<file path="config.mk">
export PLATFORM = sky130hd
export DESIGN_NAME = uart_rx
export DESIGN_NICKNAME = d
export VERILOG_FILES = /design/src/rtl/uart_rx.sv
export SDC_FILE = /design/constraint.sdc
export NUM_CORES = 1
export LEC_CHECK = 0
export ABC_AREA = 1
export ABC_CLOCK_PERIOD_IN_PS = 4900
export CORE_MARGIN = 2
export CORE_UTILIZATION = 40
export DETAILED_ROUTE_END_ITERATION = 8
export HOLD_SLACK_MARGIN = 0.12
export PLACE_DENSITY = 0.68
export REMOVE_ABC_BUFFERS = 1
export SLEW_MARGIN = 20
export SYNTH_ARGS = -nofsm -noshare
export SYNTH_HDL_FRONTEND = slang
export SYNTH_SLANG_ARGS = --single-unit
</file>
<file path="constraint.sdc">
create_clock -name clock -period 4.9 [get_ports clock]
set_input_delay 1.225 -clock clock [delete_from_list [all_inputs] [get_ports clock]]
set_output_delay 1.225 -clock clock [all_outputs]
set_load 0.005 [all_outputs]
</file>
<file path="src/rtl/uart_rx.sv">
`default_nettype none
// ============================================================================
// Module   : uart_rx
// Brief    : 8N1 UART receiver with a runtime 24-bit divisor (clocks per
//            bit), 2-flop input synchronizer and mid-bit sampling.
// Revision : 1.0 - initial release
// ============================================================================
module uart_rx #(
  parameter int DATA_BITS = 8,
  parameter int DIV_MIN   = 4
) (
  input  logic                 clock,
  input  logic                 reset,
  input  logic [23:0]          i_div_num,
  input  logic                 i_rx,
  output logic [DATA_BITS-1:0] o_data,
  output logic                 o_valid,
  output logic                 o_frame_err,
  output logic                 o_busy
);

  typedef enum logic [2:0] {
    S_IDLE  = 3'd0,
    S_START = 3'd1,
    S_DATA  = 3'd2,
    S_STOP  = 3'd3,
    S_BREAK = 3'd4
  } state_t;

  localparam logic [23:0] c_div_min  = 24'(DIV_MIN);
  localparam logic [2:0]  c_last_idx = 3'(DATA_BITS - 1);

  state_t                 r_state;
  logic                   r_ff1;
  logic                   r_ff2;
  logic [23:0]            r_cnt;
  logic [23:0]            r_div;
  logic [2:0]             r_idx;
  logic [DATA_BITS-1:0]   r_shift;

  logic [23:0]            w_div_clamped;
  logic [23:0]            w_half;
  logic [23:0]            w_last;

  // Divisor clamp applied at latch time; half and last-count derived from the latched copy
  assign w_div_clamped = (i_div_num < c_div_min) ? c_div_min : i_div_num;
  assign w_half        = r_div >> 1;
  assign w_last        = r_div - 24'd1;
  assign o_busy        = (r_state != S_IDLE);

  // Two-flop synchronizer for the asynchronous line; idles high
  always_ff @(posedge clock) begin
    if (reset) begin
      r_ff1 <= 1'b1;
      r_ff2 <= 1'b1;
    end else begin
      r_ff1 <= i_rx;
      r_ff2 <= r_ff1;
    end
  end

  // Frame state machine with registered data and single-cycle status pulses
  always_ff @(posedge clock) begin
    if (reset) begin
      r_state     <= S_IDLE;
      r_cnt       <= 24'd0;
      r_div       <= c_div_min;
      r_idx       <= 3'd0;
      r_shift     <= '0;
      o_data      <= '0;
      o_valid     <= 1'b0;
      o_frame_err <= 1'b0;
    end else begin
      o_valid     <= 1'b0;
      o_frame_err <= 1'b0;
      case (r_state)
        S_IDLE: begin
          if (!r_ff2) begin
            r_state <= S_START;
            r_cnt   <= 24'd0;
            r_div   <= w_div_clamped;
          end
        end
        S_START: begin
          if (r_cnt == w_half) begin
            if (r_ff2) begin
              // Line went back high before mid start bit: glitch, not a frame
              r_state <= S_IDLE;
            end else begin
              r_state <= S_DATA;
              r_cnt   <= 24'd0;
              r_idx   <= 3'd0;
            end
          end else begin
            r_cnt <= r_cnt + 24'd1;
          end
        end
        S_DATA: begin
          if (r_cnt == w_last) begin
            r_shift[r_idx] <= r_ff2;
            r_cnt          <= 24'd0;
            r_idx          <= r_idx + 3'd1;
            if (r_idx == c_last_idx) begin
              r_state <= S_STOP;
            end
          end else begin
            r_cnt <= r_cnt + 24'd1;
          end
        end
        S_STOP: begin
          if (r_cnt == w_last) begin
            r_cnt <= 24'd0;
            if (r_ff2) begin
              o_data  <= r_shift;
              o_valid <= 1'b1;
              r_state <= S_IDLE;
            end else begin
              o_frame_err <= 1'b1;
              r_state     <= S_BREAK;
            end
          end else begin
            r_cnt <= r_cnt + 24'd1;
          end
        end
        S_BREAK: begin
          // Wait out a held-low line so it cannot look like a stream of starts
          if (r_ff2) begin
            r_state <= S_IDLE;
          end
        end
        default: begin
          r_state <= S_IDLE;
        end
      endcase
    end
  end

endmodule
`default_nettype wire

</file>
==> results.md <==
- Result of the run: finished clean
- Slew at the pin closest to its max-slew limit: 1.06 ns
- Post-layout nets: 982
- Max-slew violation total from the final report: 0
- Placed wire-length estimate: 11100 um
- Sequential cell area fraction in the yosys report: 0.262
- Nature of the critical path endpoint: output port
- Cell class contributing the biggest share of worst-path delay: simple AND/OR/NAND/NOR gates
- Share of cells above drive strength 1: 0.0617
- Number of rows in the core area: 43
- TritonCTS Sinks: 74
- Slack of the critical path: 1.79 ns
- Reg clk slew, reported paths: 0.06 ns
- Final-layout setup total negative slack: 0 ns
- Setup skew after layout: 0.00620 ns
- Num CTS Buffers: 9
- Worst Path Buf+Inv: 1
- Gate Count Post-Synth: 938
- Full die area: 15100 um^2
- Data required time of the worst path: 3.67 ns
- Post-route minimum period: 3.11 ns
- Effective utilization at floorplan: 0.408
- GR Util All Layers: 0.214
- Antenna-violating nets left: 0
- Clock tree from TritonCTS: built
- First-pass GRT wire length: 25600 um
- Die outline width: 123 um
- Remaining global-route overflow: 0
- H-tree levels: 3
- Kind of path behind the tightest hold check: reg2reg
- Highest clock rate: 322 MHz
- Average cell area after synthesis: 6.02 um^2
- Routed length per placed instance: 13.5 um
- Layout overhead on the synthesized area: 13.1%
- Die height: 123 um
- Filler Cell Count: 1433
- Peak supply drop: 202 uV
- Maximum number of pins on one net before global-route repair: 45
- Top-level I/O count: 38
- Max-Cap Viols: 0
- Aggregate routed wire length: 15400 um
- Slowest CP cell: clkdlybuf4s50_1
- Number of antenna violations at the first check in global routing: 0
- # resized after CTS: 0
- Kind of critical path: reg2out
- Number of port buffers: 37
- TritonRoute pass-1 iters: 5
- Post-placement setup slack: 1.70 ns
- Final hold violation count: 0
- Clock insertion delay at the later pin of the skew report: 0.34 ns
- Period utilization: 0.634
- Crit-path cells: nor2_1, nand2_1, clkdlybuf4s50_1
- Setup repair after global routing missed its margin: false
- Critical path data arrival time: 1.88 ns
- Count of yosys warnings during synthesis: 0
- Worst slew margin relative to its limit: 0.295
- CP startpoint kind: flop
- Count of buffers added by post-CTS timing repair for setup: 0
- Met2 layer usage reported by global route: 0.346
- Met3 capacity usage during global routing: 0.0437
- Via count of the first global-routing pass: 5287
- Power Density: 457 nW/um^2
- Clock tree buffer depth: 2
- Count of cell types in the netlist: 37
- Final-layout worst hold slack: 0.406 ns
- Final cell utilization of the core: 0.462
- Final GP Congestion: 0.943
- Root Buffer Master: clkbuf_16
- Met1 Resource Use GR: 0.277
- Grt peak-use layer: met2
- Leakage power total: 2.91 nW
- Std-Cell Core Area: 13800 um^2
- Final-report setup violation count: 0
- Violation count after the first detailed-routing iteration: 510
- Critical path peak fanout: 6
- Routed via count divided by cell count: 5.17
- Register bit count reported by yosys: 74
- Hold buffer count at CTS: 0
- Post-Syn Area: 5650 um^2
- Delay of the slowest cell on the worst path: 0.52 ns
- DRC viols: 0
- Via count: 5872
- Number of antenna diodes: 0
-- routing by layer --
layer,wire length (um),vias up
met1,7090,2631
li1,-,3050
met3,836,33
met4,405,0
met5,0,-
met2,7040,158
-- final timing paths --
kind / start / to / slack [ns] / depth (start not counted)
max: r_state[0] / o_busy / 1.79 / 3
max reg2reg: r_div[0] / r_cnt[21] / 1.82 / 17
min: r_ff1 / r_ff2 / 0.41 / 1
min reg2reg: r_ff1 / r_ff2 / 0.41 / 1
-- kinds of logic after synthesis --
| group | count (synthesis) | synth area share |
|---|---|---|
| flops | 74 | 0.262 |
| buf+inv | 166 | 0.117 |
| fa+ha+maj | 4 | 0.00887 |
| xor+xnor | 49 | 0.0760 |
| compound gates | 126 | 0.118 |
| simple gates | 519 | 0.418 |
-- final cells by class --
class                   count  area (um^2)  share of cell area
clock buffers              10          239              0.0374
clock inverters             6         48.8             0.00764
inverters                 125          469              0.0735
multi-input cells         698         3510               0.549
flip-flops and latches     74         1480               0.232
well taps                 180          225              0.0353
repair buffers             43          415              0.0650
-- registers in the layout, summed over array words and instances, names as in the netlist, 3 cells and up --
| register | cells |
|---|---|
| r_shift | 8 |
| r_state | 3 |
| o_data | 8 |
| r_div | 24 |
| r_cnt | 24 |
| r_idx | 3 |
-- report_power, final --
part	switching [mW]	total (mW)	leakage [nW]	internal (mW)
sequential	0.207	0.910	0.602	0.702
clock	0.284	0.645	0.132	0.361
combinational	0.873	1.37	2.18	0.492
total	1.36	2.92	2.91	1.56
-- cell usage after synthesis (all sizes together) --
library cell / n / area share
nand2: 243 / 0.17
inv: 122 / 0.081
nor2: 115 / 0.090
nand3: 82 / 0.077
dfxtp: 74 / 0.26
a21oi: 60 / 0.053
o21ai: 53 / 0.048
nand4: 40 / 0.044
xor2: 32 / 0.050
clkbuf: 28 / 0.019
nor3: 23 / 0.023
xnor2: 17 / 0.026
buf: 13 / 0.015
nor4: 6 / 0.0066
o21a: 6 / 0.0080
or2: 5 / 0.0055
ha: 4 / 0.0089
nand3b: 4 / 0.0053
a31oi: 3 / 0.0033
a41oi: 3 / 0.0047
clkinv: 3 / 0.0020
nor3b: 1 / 0.0013
o211ai: 1 / 0.0013
-- cell usage in the layout (no fill, tap or decap), drive strengths merged, types with 17 or more instances in the layout --
| cell | n |
|---|---|
| a21oi | 60 |
| clkdlybuf4s50 | 37 |
| dfxtp | 74 |
| inv | 124 |
| nand2 | 243 |
| nand3 | 82 |
| nand4 | 40 |
| nor2 | 115 |
| nor3 | 23 |
| o21ai | 53 |
| xnor2 | 17 |
| xor2 | 32 |
-- per-stage QoR --
step	power, mW	std cells	area (um^2)
6_report	2.92	1136	6390
5_1_grt	3.17	1136	6390
4_1_cts	2.92	1136	6390
3_5_place_dp	2.26	1120	6100
3_3_place_gp	2.25	1120	6100
2_1_floorplan	1.90	897	5460
(Power assumes the default switching activity.)
